===== src/rtl/mmio_pkg.sv =====
`default_nettype none
// ============================================================================
// Module   : mmio_pkg
// Purpose  : Register offsets and default window base for the MMIO I/O hub.
// Revision : 1.0 - initial release
// ============================================================================
package mmio_pkg;

    localparam logic [31:0] MMIO_BASE_ADDR = 32'd4096;

    typedef enum logic [1:0] {
        OFS_SW        = 2'd0,
        OFS_LED       = 2'd1,
        OFS_BTN_LEVEL = 2'd2,
        OFS_BTN_EVENT = 2'd3
    } mmio_ofs_e;

endpackage
`default_nettype wire


===== src/rtl/mmio_io_hub_if.sv =====
`default_nettype none
// ============================================================================
// Module   : mmio_io_hub_if
// Purpose  : Processor data-port view of the MMIO window (no handshake).
// Revision : 1.0 - initial release
// ============================================================================
interface mmio_io_hub_if;
    import mmio_pkg::*;

    logic [31:0] addr;
    logic [31:0] wdata;
    logic        wren;
    logic [31:0] rdata;
    logic        hit;

    modport master (output addr, output wdata, output wren, input rdata, input hit);
    modport slave  (input addr, input wdata, input wren, output rdata, output hit);

endinterface
`default_nettype wire


===== src/rtl/btn_debounce.sv =====
`default_nettype none
// ============================================================================
// Module   : btn_debounce
// Purpose  : Two-flop synchroniser plus stable-count debouncer for one button.
// Revision : 1.0 - initial release
// ============================================================================
module btn_debounce
    import mmio_pkg::*;
#(
    parameter int DEBOUNCE_CYCLES = 400000
) (
    input  wire logic clock,
    input  wire logic reset,
    input  wire logic btn_raw,
    output logic      level,
    output logic      rise
);

    localparam int            CW     = $clog2(DEBOUNCE_CYCLES + 1);
    localparam logic [CW-1:0] c_LAST = CW'(DEBOUNCE_CYCLES - 1);

    logic          r_s1;
    logic          r_s2;
    logic          r_level;
    logic [CW-1:0] r_cnt;
    logic          w_differ;
    logic          w_flip;

    assign w_differ = (r_s2 != r_level);
    assign w_flip   = w_differ && (r_cnt == c_LAST);

    always_ff @(posedge clock) begin
        if (!reset) begin
            r_s1    <= 1'b0;
            r_s2    <= 1'b0;
            r_level <= 1'b0;
            r_cnt   <= '0;
        end else begin
            r_s1 <= btn_raw;
            r_s2 <= r_s1;
            if (!w_differ) begin
                r_cnt <= '0;
            end else if (w_flip) begin
                r_level <= ~r_level;
                r_cnt   <= '0;
            end else if (r_cnt < c_LAST) begin
                r_cnt <= r_cnt + 1'b1;
            end
        end
    end

    // Rise is combinational so the event register sets on the same edge as the level.
    assign level = r_level;
    assign rise  = w_flip & ~r_level;

endmodule
`default_nettype wire


===== src/rtl/mmio_io_hub.sv =====
`default_nettype none
// ============================================================================
// Module   : mmio_io_hub
// Purpose  : Four-register MMIO window for switches, LEDs and debounced buttons.
// Revision : 1.0 - initial release
// ============================================================================
module mmio_io_hub
    import mmio_pkg::*;
#(
    parameter logic [31:0] BASE_ADDR       = MMIO_BASE_ADDR,
    parameter int          SW_WIDTH        = 16,
    parameter int          BTN_COUNT       = 4,
    parameter int          LED_WIDTH       = 16,
    parameter int          DEBOUNCE_CYCLES = 400000
) (
    input  wire logic                 clock,
    input  wire logic                 reset,
    mmio_io_hub_if.slave              bus,
    input  wire logic [SW_WIDTH-1:0]  sw_in,
    input  wire logic [BTN_COUNT-1:0] btn_in,
    output logic      [LED_WIDTH-1:0] led_out
);

    logic [31:0]          w_offset;
    logic                 w_hit;
    mmio_ofs_e            w_ofs;
    logic                 w_store_led;
    logic [BTN_COUNT-1:0] w_evt_clr;
    logic [BTN_COUNT-1:0] w_btn_level;
    logic [BTN_COUNT-1:0] w_btn_rise;
    logic [31:0]          w_rdata;
    logic                 w_unused_wdata;

    logic [LED_WIDTH-1:0] r_led;
    logic [SW_WIDTH-1:0]  r_sw_s1;
    logic [SW_WIDTH-1:0]  r_sw_s2;
    logic [BTN_COUNT-1:0] r_event;

    // Unsigned subtract makes the window compare immune to addresses below the base.
    assign w_offset    = bus.addr - BASE_ADDR;
    assign w_hit       = (w_offset[31:2] == 30'd0);
    assign w_ofs       = mmio_ofs_e'(w_offset[1:0]);
    assign w_store_led = bus.wren && w_hit && (w_ofs == OFS_LED);
    assign w_evt_clr   = (bus.wren && w_hit && (w_ofs == OFS_BTN_EVENT))
                         ? bus.wdata[BTN_COUNT-1:0] : '0;
    assign w_unused_wdata = ^bus.wdata;

    generate
        for (genvar gi = 0; gi < BTN_COUNT; gi++) begin : g_btn
            btn_debounce #(
                .DEBOUNCE_CYCLES (DEBOUNCE_CYCLES)
            ) u_btn_debounce (
                .clock   (clock),
                .reset   (reset),
                .btn_raw (btn_in[gi]),
                .level   (w_btn_level[gi]),
                .rise    (w_btn_rise[gi])
            );
        end
    endgenerate

    always_ff @(posedge clock) begin
        if (!reset) begin
            r_led   <= '0;
            r_sw_s1 <= '0;
            r_sw_s2 <= '0;
            r_event <= '0;
        end else begin
            r_sw_s1 <= sw_in;
            r_sw_s2 <= r_sw_s1;
            if (w_store_led) begin
                r_led <= bus.wdata[LED_WIDTH-1:0];
            end
            // A new press beats a coincident clear of the same bit.
            r_event <= (r_event & ~w_evt_clr) | w_btn_rise;
        end
    end

    always_comb begin
        w_rdata = '0;
        if (w_hit) begin
            case (w_ofs)
                OFS_SW:        w_rdata[SW_WIDTH-1:0]  = r_sw_s2;
                OFS_LED:       w_rdata[LED_WIDTH-1:0] = r_led;
                OFS_BTN_LEVEL: w_rdata[BTN_COUNT-1:0] = w_btn_level;
                OFS_BTN_EVENT: w_rdata[BTN_COUNT-1:0] = r_event;
                default:       w_rdata = '0;
            endcase
        end
    end

    assign bus.rdata = w_rdata;
    assign bus.hit   = w_hit;
    assign led_out   = r_led;

endmodule
`default_nettype wire


===== src/flat_wrapper.sv =====
// flat-port wrapper written by rule: the top's interface ports become plain ports
module mmio_io_hub_flat import mmio_pkg::*;
#(
    parameter logic [31:0] BASE_ADDR       = MMIO_BASE_ADDR,
    parameter int          SW_WIDTH        = 16,
    parameter int          BTN_COUNT       = 4,
    parameter int          LED_WIDTH       = 16,
    parameter int          DEBOUNCE_CYCLES = 400000
)
  (clock, reset, sw_in, btn_in, led_out, bus_addr, bus_wdata, bus_wren, bus_rdata, bus_hit);
  mmio_io_hub_if bus_i ();
  input  wire logic clock;
  input  wire logic reset;
  input  wire logic [SW_WIDTH-1:0] sw_in;
  input  wire logic [BTN_COUNT-1:0] btn_in;
  output logic      [LED_WIDTH-1:0] led_out;
  input wire logic [$bits(bus_i.addr)-1:0] bus_addr;
  input wire logic [$bits(bus_i.wdata)-1:0] bus_wdata;
  input wire logic [$bits(bus_i.wren)-1:0] bus_wren;
  output wire logic [$bits(bus_i.rdata)-1:0] bus_rdata;
  output wire logic [$bits(bus_i.hit)-1:0] bus_hit;
  assign bus_i.addr = bus_addr;
  assign bus_i.wdata = bus_wdata;
  assign bus_i.wren = bus_wren;
  assign bus_rdata = bus_i.rdata;
  assign bus_hit = bus_i.hit;
  mmio_io_hub #(.BASE_ADDR(BASE_ADDR), .SW_WIDTH(SW_WIDTH), .BTN_COUNT(BTN_COUNT), .LED_WIDTH(LED_WIDTH), .DEBOUNCE_CYCLES(DEBOUNCE_CYCLES)) u_core (.clock(clock), .reset(reset), .bus(bus_i), .sw_in(sw_in), .btn_in(btn_in), .led_out(led_out));
endmodule

===== config.mk =====
export PLATFORM = sky130hd
export DESIGN_NAME = mmio_io_hub_flat
export DESIGN_NICKNAME = d
export VERILOG_FILES = /design/src/rtl/mmio_pkg.sv /design/src/rtl/mmio_io_hub_if.sv /design/src/rtl/btn_debounce.sv /design/src/rtl/mmio_io_hub.sv /design/src/flat_wrapper.sv
export SDC_FILE = /design/constraint.sdc
export NUM_CORES = 1
export LEC_CHECK = 0
export CORE_MARGIN = 1
export CORE_UTILIZATION = 30
export DETAILED_ROUTE_END_ITERATION = 12
export MAX_ROUTING_LAYER = met4
export PLACE_DENSITY_LB_ADDON = 0.15
export SYNTH_ARGS = -nofsm -noshare
export SYNTH_HDL_FRONTEND = slang
export SYNTH_SLANG_ARGS = --single-unit

===== constraint.sdc =====
create_clock -name clock -period 4.1 [get_ports clock]
set_clock_uncertainty 0.2 [all_clocks]
set_input_delay 0.82 -clock clock [delete_from_list [all_inputs] [get_ports clock]]
set_output_delay 0.82 -clock clock [all_outputs]
set_load 0.02 [all_outputs]

==> impl_results.html, run 1 <==
<table>
<tr><th>Metric</th><th>Value</th></tr>
<tr><th colspan="2">Setup path</th></tr>
<tr><td>Data required time of the worst path</td><td>3.08 ns</td></tr>
<tr><td>Cell depth of the worst flop-to-flop path</td><td>5</td></tr>
<tr><td>CP Data Arrival Time</td><td>2.98 ns</td></tr>
<tr><td>Critical path fanouts, max</td><td>8</td></tr>
<tr><td>Crit Reg-Reg Endpoint</td><td>u_core.g_btn[2].u_btn_debounce.r_cnt[18]</td></tr>
<tr><td>Reg2reg setup slack</td><td>1.73 ns</td></tr>
<tr><td>Critical Setup Path Class</td><td>in2out</td></tr>
<tr><td>Endpoint kind of the worst setup timing path</td><td>primary output</td></tr>
<tr><td>CP Launch Type</td><td>input pin</td></tr>
<tr><td>R2R Path Start</td><td>u_core.g_btn[2].u_btn_debounce.r_cnt[0]</td></tr>
<tr><th colspan="2">Routing</th></tr>
<tr><td>Starting DRC count in detailed routing</td><td>221</td></tr>
<tr><td>Highest signal layer in the routed design</td><td>met4</td></tr>
<tr><td>WL/cell</td><td>14.2 µm</td></tr>
<tr><td>WL met3</td><td>521 µm</td></tr>
<tr><td>Post-detailed-routing wire length</td><td>15.8 mm</td></tr>
<tr><td>Pre-antenna DRT Iters</td><td>9</td></tr>
<tr><td>Detailed-routed wire length on met2</td><td>7.48 mm</td></tr>
<tr><td>Drc violations</td><td>11</td></tr>
<tr><td>Routed length on met1</td><td>7.60 mm</td></tr>
<tr><td>Vias</td><td>5371</td></tr>
<tr><td>Antenna viol nets, final</td><td>0</td></tr>
<tr><td>Vias per Instance</td><td>4.81</td></tr>
<tr><th colspan="2">Clock network</th></tr>
<tr><td>Clock sink count</td><td>140</td></tr>
<tr><td>Maximum level of the CTS H-tree</td><td>4</td></tr>
<tr><td>Max clock buf depth</td><td>2</td></tr>
<tr><td>Post-CTS setup-driven buffer insertion count</td><td>0</td></tr>
<tr><td>Clock latency on the worst-skew pair</td><td>0.42 ns</td></tr>
<tr><td>CTS clk-pin slew, worst paths</td><td>0.07 ns</td></tr>
<tr><td>Clock tree root driver cell</td><td>sky130_fd_sc_hd__clkbuf_16</td></tr>
<tr><td>TritonCTS clock tree</td><td>built</td></tr>
<tr><td>TritonCTS Buffers</td><td>17</td></tr>
<tr><th colspan="2">Status</th></tr>
<tr><td>Result of the run</td><td>finished with violations</td></tr>
<tr><td>Violations in the final reports</td><td>DRC</td></tr>
<tr><th colspan="2">Synth</th></tr>
<tr><td>Unique cell type count in the Yosys netlist</td><td>71</td></tr>
<tr><td>Post-Synthesis Mean Instance Area</td><td>9.26 µm²</td></tr>
<tr><td>Top FF cell, synth</td><td>sky130_fd_sc_hd__dfxtp_1</td></tr>
<tr><td>Number of synthesized flops with an enable pin</td><td>0</td></tr>
<tr><td>Synth Cell Area</td><td>6770 µm²</td></tr>
<tr><td>Synthesis-stage register bit count</td><td>140</td></tr>
<tr><td>Cells after Synth</td><td>731</td></tr>
<tr><td>Share of flip-flops with an asynchronous set or reset</td><td>0%</td></tr>
<tr><td>Proportion of synthesized chip area in sequential cells</td><td>41.4%</td></tr>
<tr><td>Yosys warnings</td><td>0</td></tr>
<tr><th colspan="2">Floorplan</th></tr>
<tr><td>Number of top-level pins</td><td>136</td></tr>
<tr><td>Die X</td><td>152 µm</td></tr>
<tr><td>Standard-cell rows</td><td>54</td></tr>
<tr><td>Initial standard-cell utilization of the core</td><td>30.8%</td></tr>
<tr><td>Core Area</td><td>22000 µm²</td></tr>
<tr><td>Y dimension of the die</td><td>152 µm</td></tr>
<tr><td>DIE AREA</td><td>23200 µm²</td></tr>
<tr><th colspan="2">Finish</th></tr>
<tr><td>Most common cell after layout, fill and taps aside</td><td>sky130_fd_sc_hd__dfxtp_1</td></tr>
<tr><td>Top library cells by usage in the layout, fill and taps aside</td><td>sky130_fd_sc_hd__dfxtp_1, sky130_fd_sc_hd__nor2_1, sky130_fd_sc_hd__clkdlybuf4s50_1</td></tr>
<tr><td>Filler instances</td><td>2222</td></tr>
<tr><td>Area growth from synthesis to final layout</td><td>26.7%</td></tr>
<tr><td>Number of nets at the end of the flow</td><td>914</td></tr>
<tr><td>Proportion of layout cells with a drive suffix above 1</td><td>10.0%</td></tr>
<tr><td>Antenna cells</td><td>0</td></tr>
<tr><td>Core utilization of the finished layout</td><td>39.1%</td></tr>
<tr><th colspan="2">GRT</th></tr>
<tr><td>Antenna violations before repair</td><td>0</td></tr>
<tr><td>Largest net degree at the start of global routing</td><td>53</td></tr>
<tr><td>GRT Residual Overflow</td><td>0</td></tr>
<tr><td>Vias in the first global route</td><td>5099</td></tr>
<tr><td>Combined global-route utilization of all metal layers</td><td>14.3%</td></tr>
<tr><td>First-pass GRT wire length</td><td>26.1 mm</td></tr>
<tr><th colspan="2">Timing</th></tr>
<tr><td>Number of pins with negative max-slew slack in the final report</td><td>0</td></tr>
<tr><td>Final Hold Viols</td><td>0</td></tr>
<tr><td>Setup slack after layout</td><td>0.0964 ns</td></tr>
<tr><td>Normalized max-slew margin</td><td>37.8%</td></tr>
<tr><td>Post-route clock period utilization</td><td>97.6%</td></tr>
<tr><td>Unrepaired setup endpoints after global routing</td><td>no</td></tr>
<tr><td>Tightest hold margin</td><td>0.230 ns</td></tr>
<tr><td>Number of setup violations in the final report</td><td>0</td></tr>
<tr><td>F_max</td><td>0.250 GHz</td></tr>
<tr><td>Post-layout min period</td><td>4.00 ns</td></tr>
<tr><td>Actual transition at the worst max-transition pin</td><td>0.933 ns</td></tr>
<tr><th colspan="2">Place</th></tr>
<tr><td>IO buf count</td><td>103</td></tr>
<tr><td>Gpl congestion</td><td>0.753</td></tr>
<tr><td>DP HPWL</td><td>11.1 mm</td></tr>
<tr><td>Post-placement worst setup slack</td><td>-0.122 ns</td></tr>
<tr><th colspan="2">Flow run</th></tr>
<tr><td>Max-cap violations</td><td>0</td></tr>
<tr><th colspan="2">Hold path</th></tr>
<tr><td>Launch instance of the worst min-delay path</td><td>u_core.r_sw_s1[15]</td></tr>
<tr><td>Worst hold path depth</td><td>1</td></tr>
<tr><td>Capture endpoint of the worst hold path</td><td>u_core.r_sw_s2[15]</td></tr>
<tr><td>Path type of the worst min-delay path</td><td>reg2reg</td></tr>
<tr><th colspan="2">Power and ir drop</th></tr>
<tr><td>Ratio of total power to cell area</td><td>356 nW/µm²</td></tr>
<tr><td>Worst vdd rail ir drop</td><td>0.288 mV</td></tr>
<tr><td>Static Leakage</td><td>2.94 nW</td></tr>
</table>
[how the worst max path moves through the flow]
| stage | start | endpoint |
|---|---|---|
| 3_3_place_gp | bus_addr[13] | bus_rdata[3] |
| 3_5_place_dp | bus_addr[13] | bus_rdata[3] |
| 6_report | bus_addr[13] | bus_rdata[2] |
| 4_1_cts | bus_addr[13] | bus_rdata[13] |
| 2_1_floorplan | bus_addr[13] | bus_rdata[10] |
| 5_1_grt | bus_addr[13] | bus_rdata[2] |
[critical path, cell delays in order]
cell and delay, ns:
sky130_fd_sc_hd__clkdlybuf4s50_1 0.45, sky130_fd_sc_hd__nor4_4 0.33, sky130_fd_sc_hd__and4_2 0.31, sky130_fd_sc_hd__o2111ai_1 0.11, sky130_fd_sc_hd__buf_4 0.19, sky130_fd_sc_hd__nor2b_1 0.11, sky130_fd_sc_hd__clkdlybuf4s50_1 0.64
[synth_stat cells, types with 3 or more instances]
cell type,number,area [µm²]
sky130_fd_sc_hd__nor4_2,3,37.5
sky130_fd_sc_hd__nor4bb_1,3,30.0
sky130_fd_sc_hd__a2111oi_2,6,90.1
sky130_fd_sc_hd__nand4_1,21,131
sky130_fd_sc_hd__nor3_1,10,50.1
sky130_fd_sc_hd__nand3_1,40,200
sky130_fd_sc_hd__nor2b_1,4,25.0
sky130_fd_sc_hd__and4_1,7,61.3
sky130_fd_sc_hd__dfxtp_1,140,2800
sky130_fd_sc_hd__o2111ai_1,4,35.0
sky130_fd_sc_hd__buf_2,12,60.1
sky130_fd_sc_hd__a21oi_1,14,70.1
sky130_fd_sc_hd__a2111oi_4,3,82.6
sky130_fd_sc_hd__and2_1,48,300
sky130_fd_sc_hd__buf_6,5,56.3
sky130_fd_sc_hd__o211ai_1,8,60.1
sky130_fd_sc_hd__inv_1,9,33.8
sky130_fd_sc_hd__and3_1,8,50.1
sky130_fd_sc_hd__buf_4,18,135
sky130_fd_sc_hd__a31oi_1,3,18.8
sky130_fd_sc_hd__xor2_1,20,175
sky130_fd_sc_hd__nand2_1,36,135
sky130_fd_sc_hd__a21boi_0,20,150
sky130_fd_sc_hd__nor4b_1,3,26.3
sky130_fd_sc_hd__mux2i_1,14,140
sky130_fd_sc_hd__mux4_2,4,90.1
sky130_fd_sc_hd__a211oi_1,8,60.1
sky130_fd_sc_hd__ha_1,4,50.1
sky130_fd_sc_hd__xnor2_1,47,412
sky130_fd_sc_hd__nor4_1,15,93.8
sky130_fd_sc_hd__nor2_1,89,334
sky130_fd_sc_hd__a2111oi_0,3,26.3
sky130_fd_sc_hd__o21ai_0,29,145
sky130_fd_sc_hd__or3_1,9,56.3
sky130_fd_sc_hd__clkbuf_1,17,63.8
[per-stage QoR]
step,TNS (ns),area (µm²),std cells,power (mW)
finish,0,8580,1116,3.05
global route,0,8580,1116,3.17
CTS,0,8550,1116,3.11
detailed placement,-1.10,7960,1084,1.56
global placement,-0.651,7960,1084,1.56
floorplan,0,6820,746,1.49
[cell families after synthesis]
group | after synthesis | synth area share [%]
simple gates | 317 | 26.0
flops | 140 | 41.4
compound gates | 121 | 14.5
xor+xnor | 67 | 8.67
buf+inv | 63 | 5.29
mux | 18 | 3.40
fa+ha+maj | 4 | 0.740
other cells | 1 | 0.0554
[state kept, by name (all words and copies together), names as in the netlist]
name / cells
u_core.g_btn.u_btn_debounce.r_s2: 4
u_core.r_sw_s1: 16
u_core.g_btn.u_btn_debounce.r_cnt: 76
u_core.r_sw_s2: 16
u_core.r_event: 4
u_core.g_btn.u_btn_debounce.level: 4
u_core.led_out: 16
u_core.g_btn.u_btn_debounce.r_s1: 4
[layer usage]
layer / track usage (%) / up-vias
li1: - / 2755
met3: 3.70 / 10
met5: - / -
met4: 3.74 / 0
met2: 22.8 / 94
met1: 17.9 / 2512
[final cells by class]
cell class / instances / area, µm² / share of cell area [%]
inverter: 9 / 33.8 / 0.394
tap: 280 / 350 / 4.09
clock buffer: 17 / 425 / 4.96
timing repair buffer: 112 / 1120 / 13.0
sequential: 140 / 2800 / 32.7
clock inverter: 15 / 169 / 1.97
multi-input combinational: 543 / 3680 / 42.9
[power breakdown]
| group | internal, mW | switching (mW) |
|---|---|---|
| registers | 1.38 | 0.00639 |
| logic | 0.0825 | 0.0598 |
| clock network | 0.821 | 0.701 |
| total | 2.28 | 0.767 |
[what timing repair did]
action,4_1_cts,5_1_grt
hold buffers,0,0
resized for setup,9,10
setup endpoints to repair,17,9
No activity file was read; power rests on OpenSTA's default activity.
==> inputs of run 2 (changes only) <==
--- a/config.mk
+++ b/config.mk
@@ -5,6 +5,7 @@
 export SDC_FILE = /design/constraint.sdc
 export NUM_CORES = 1
 export LEC_CHECK = 0
+export CORE_ASPECT_RATIO = 0.8
 export CORE_MARGIN = 1
 export CORE_UTILIZATION = 30
 export DETAILED_ROUTE_END_ITERATION = 12
==> impl_results.html, run 2 (synthesized netlist as in run 1, its figures left out) <==
<table>
<tr><th>Metric</th><th>Value</th></tr>
<tr><th colspan="2">Status</th></tr>
<tr><td>Result of the run</td><td>finished, final reports clean</td></tr>
<tr><th colspan="2">Clock network</th></tr>
<tr><td>Maximum level of the CTS H-tree</td><td>4 (unchanged)</td></tr>
<tr><td>Max clock buf depth</td><td>2 (unchanged)</td></tr>
<tr><td>TritonCTS Buffers</td><td>17 (unchanged)</td></tr>
<tr><td>Clock sink count</td><td>140 (unchanged)</td></tr>
<tr><td>TritonCTS clock tree</td><td>built</td></tr>
<tr><td>Clock latency on the worst-skew pair</td><td>0.42 ns (about the same)</td></tr>
<tr><td>CTS clk-pin slew, worst paths</td><td>0.06 ns (about the same)</td></tr>
<tr><td>Cts-stage hold buffer count</td><td>0 (unchanged)</td></tr>
<tr><td>Clock tree root driver cell</td><td>sky130_fd_sc_hd__clkbuf_16</td></tr>
<tr><th colspan="2">Power and ir drop</th></tr>
<tr><td>Power spent charging and discharging nets</td><td>0.733 mW (-4.4%)</td></tr>
<tr><td>Final total power</td><td>3.07 mW (+0.80%)</td></tr>
<tr><td>Cell-internal power</td><td>2.34 mW (+2.5%)</td></tr>
<tr><td>Flop pwr share</td><td>45.1% (-0.3 points)</td></tr>
<tr><td>Share of power burned in combinational logic</td><td>4.7% (about the same)</td></tr>
<tr><td>Ratio of total power to cell area</td><td>356 nW/µm² (+0.11%)</td></tr>
<tr><td>Worst vdd rail ir drop</td><td>0.255 mV (-11%)</td></tr>
<tr><td>Static Leakage</td><td>3.02 nW (+2.8%)</td></tr>
<tr><td>Switching portion of total power</td><td>23.9% (-1.3 points)</td></tr>
<tr><td>Clock power frac</td><td>50.3% (+0.4 points)</td></tr>
<tr><th colspan="2">Routing</th></tr>
<tr><td>Vias per Instance</td><td>4.68 (-2.7%)</td></tr>
<tr><td>WL/cell</td><td>14.0 µm (-0.91%)</td></tr>
<tr><td>Post-detailed-routing wire length</td><td>16.0 mm (+1.1%)</td></tr>
<tr><td>Antenna viol nets, final</td><td>0 (unchanged)</td></tr>
<tr><td>Pre-antenna DRT Iters</td><td>4 (-5)</td></tr>
<tr><td>Starting DRC count in detailed routing</td><td>305 (+38%)</td></tr>
<tr><td>Drc violations</td><td>0 (-11)</td></tr>
<tr><td>Vias</td><td>5336 (-0.65%)</td></tr>
<tr><th colspan="2">Setup path</th></tr>
<tr><td>Critical path fanouts, max</td><td>5 (-3)</td></tr>
<tr><td>R2R Path Start</td><td>u_core.g_btn[2].u_btn_debounce.r_cnt[0]</td></tr>
<tr><td>Cell depth of the worst flop-to-flop path</td><td>5 (unchanged)</td></tr>
<tr><td>Critical Setup Path Class</td><td>in2out</td></tr>
<tr><td>Crit Reg-Reg Endpoint</td><td>u_core.g_btn[2].u_btn_debounce.r_cnt[8]</td></tr>
<tr><td>Reg2reg setup slack</td><td>1.73 ns (about the same)</td></tr>
<tr><td>Data required time of the worst path</td><td>3.08 ns (about the same)</td></tr>
<tr><td>CP Data Arrival Time</td><td>2.82 ns (-0.16 ns)</td></tr>
<tr><td>Endpoint kind of the worst setup timing path</td><td>primary output</td></tr>
<tr><td>CP Launch Type</td><td>input pin</td></tr>
<tr><th colspan="2">Flow run</th></tr>
<tr><td>Max-cap violations</td><td>0 (unchanged)</td></tr>
<tr><th colspan="2">Finish</th></tr>
<tr><td>Core utilization of the finished layout</td><td>39.5% (+0.44 points)</td></tr>
<tr><td>Number of nets at the end of the flow</td><td>917 (+0.33%)</td></tr>
<tr><td>Top library cells by usage in the layout, fill and taps aside</td><td>sky130_fd_sc_hd__dfxtp_1, sky130_fd_sc_hd__nor2_1, sky130_fd_sc_hd__clkdlybuf4s50_1</td></tr>
<tr><td>Proportion of layout cells with a drive suffix above 1</td><td>10.4% (+0.32 points)</td></tr>
<tr><td>Antenna cells</td><td>0 (unchanged)</td></tr>
<tr><td>Area growth from synthesis to final layout</td><td>27.6%</td></tr>
<tr><td>Register name with the most flops</td><td>u_core.g_btn.u_btn_debounce.r_cnt</td></tr>
<tr><td>Number of flip-flops in the largest register</td><td>76 (unchanged)</td></tr>
<tr><td>Filler instances</td><td>2202 (-0.90%)</td></tr>
<tr><td>Most common cell after layout, fill and taps aside</td><td>sky130_fd_sc_hd__dfxtp_1</td></tr>
<tr><th colspan="2">Timing</th></tr>
<tr><td>Normalized max-slew margin</td><td>37.2% (-0.56 points)</td></tr>
<tr><td>Unrepaired setup endpoints after global routing</td><td>no</td></tr>
<tr><td>Actual transition at the worst max-transition pin</td><td>0.942 ns (+0.00843 ns)</td></tr>
<tr><td>Post-route clock period utilization</td><td>93.7% (-4.0 points)</td></tr>
<tr><td>Number of pins with negative max-slew slack in the final report</td><td>0 (unchanged)</td></tr>
<tr><td>Final Hold Viols</td><td>0 (unchanged)</td></tr>
<tr><td>Number of setup violations in the final report</td><td>0 (unchanged)</td></tr>
<tr><td>F_max</td><td>0.260 GHz (+4.3%)</td></tr>
<tr><td>Post-layout min period</td><td>3.84 ns (-0.163 ns)</td></tr>
<tr><td>Setup slack after layout</td><td>0.260 ns (+0.163 ns)</td></tr>
<tr><th colspan="2">Place</th></tr>
<tr><td>DP HPWL</td><td>11.0 mm (-1.2%)</td></tr>
<tr><td>IO buf count</td><td>103 (unchanged)</td></tr>
<tr><td>Gpl congestion</td><td>0.813 (+8.0%)</td></tr>
<tr><td>Post-placement worst setup slack</td><td>-0.112 ns (+0.00976 ns)</td></tr>
<tr><th colspan="2">GRT</th></tr>
<tr><td>Largest net degree at the start of global routing</td><td>38 (-28%)</td></tr>
<tr><td>First-pass GRT wire length</td><td>26.0 mm (-0.48%)</td></tr>
<tr><td>GRT Residual Overflow</td><td>0 (unchanged)</td></tr>
<tr><td>Antenna violations before repair</td><td>0 (unchanged)</td></tr>
<tr><td>Combined global-route utilization of all metal layers</td><td>14.9% (+0.57 points)</td></tr>
<tr><td>Vias in the first global route</td><td>4905 (-3.8%)</td></tr>
<tr><th colspan="2">Floorplan</th></tr>
<tr><td>Standard-cell rows</td><td>48 (-11%)</td></tr>
<tr><td>Number of top-level pins</td><td>136 (unchanged)</td></tr>
<tr><td>Initial standard-cell utilization of the core</td><td>31.0% (+0.14 points)</td></tr>
<tr><td>DIE AREA</td><td>23200 µm² (about the same)</td></tr>
<tr><td>Y dimension of the die</td><td>136 µm (-10%)</td></tr>
<tr><td>Core Area</td><td>21900 µm² (-0.44%)</td></tr>
<tr><td>Die X</td><td>170 µm (+12%)</td></tr>
<tr><th colspan="2">Hold path</th></tr>
<tr><td>Path type of the worst min-delay path</td><td>reg2reg</td></tr>
<tr><td>Capture endpoint of the worst hold path</td><td>u_core.r_sw_s2[1]</td></tr>
<tr><td>Launch instance of the worst min-delay path</td><td>u_core.r_sw_s1[1]</td></tr>
<tr><td>Worst hold path depth</td><td>1 (unchanged)</td></tr>
</table>
==> run 2: power by group through the flow <==
| stage | clock network, mW | logic [mW] | registers, mW |
|---|---|---|---|
| 3_3_place_gp | 0 | 0.144 | 1.42 |
| 2_1_floorplan | 0 | 0.0746 | 1.41 |
| 4_1_cts | 1.59 | 0.145 | 1.38 |
| 6_report | 1.54 | 0.144 | 1.38 |
| 5_1_grt | 1.66 | 0.158 | 1.39 |
| 3_5_place_dp | 0 | 0.144 | 1.42 |
==> run 2: final cells by class <==
| type | count | area (µm²) | area share, % |
|---|---|---|---|
| Tap cell | 300 | 375 | 4.35 |
| Clock inverter | 14 | 149 | 1.72 |
| Inverter | 9 | 33.8 | 0.391 |
| Timing Repair Buffer | 115 | 1160 | 13.4 |
| Multi-Input combinational cell | 543 | 3680 | 42.6 |
| Sequential cell | 140 | 2800 | 32.5 |
| Clock buffer | 18 | 439 | 5.09 |
==> run 2: metrics by stage <==
stage	TNS, ns	cells	hold slack, ns	cell area, µm²
2_1_floorplan	0	746	0.212	6820
3_3_place_gp	-0.556	1107	0.213	8000
3_5_place_dp	-0.760	1107	0.218	8000
4_1_cts	0	1139	0.234	8590
5_1_grt	0	1139	0.249	8630
6_report	0	1139	0.232	8630
==> run 2: repair_timing <==
action	CTS	global route
gates resized for setup	5	15
endpoints found under the setup margin	17	13
setup buffers	0	0
==> run 2: per-layer routing <==
metal  part of all wire, %  global-route usage, %
met5                     0                      -
met4                  0.68                   4.20
met3                   4.3                   4.34
met2                    43                   20.6
met1                    52                   20.7
==> run 2: worst max-delay path: stages <==
cell and delay, ns:
sky130_fd_sc_hd__clkdlybuf4s50_1 0.46, sky130_fd_sc_hd__nor4_4 0.34, sky130_fd_sc_hd__and4_2 0.31, sky130_fd_sc_hd__o2111ai_1 0.11, sky130_fd_sc_hd__buf_4 0.18, sky130_fd_sc_hd__nor2b_1 0.22
sky130_fd_sc_hd__dlygate4sd2_1 0.38
==> run 2: how the worst max path moves through the flow <==
stage                       from            end  slack (ns)  cells past startpoint
global route        bus_addr[13]   bus_rdata[3]        0.16                      8
CTS                 bus_addr[13]   bus_rdata[0]       0.003                      8
detailed placement  bus_addr[14]   bus_rdata[2]       -0.11                      7
finish              bus_addr[13]   bus_rdata[2]        0.26                      7
floorplan           bus_addr[13]  bus_rdata[10]        0.76                      6
global placement    bus_addr[14]   bus_rdata[2]       -0.12                      7
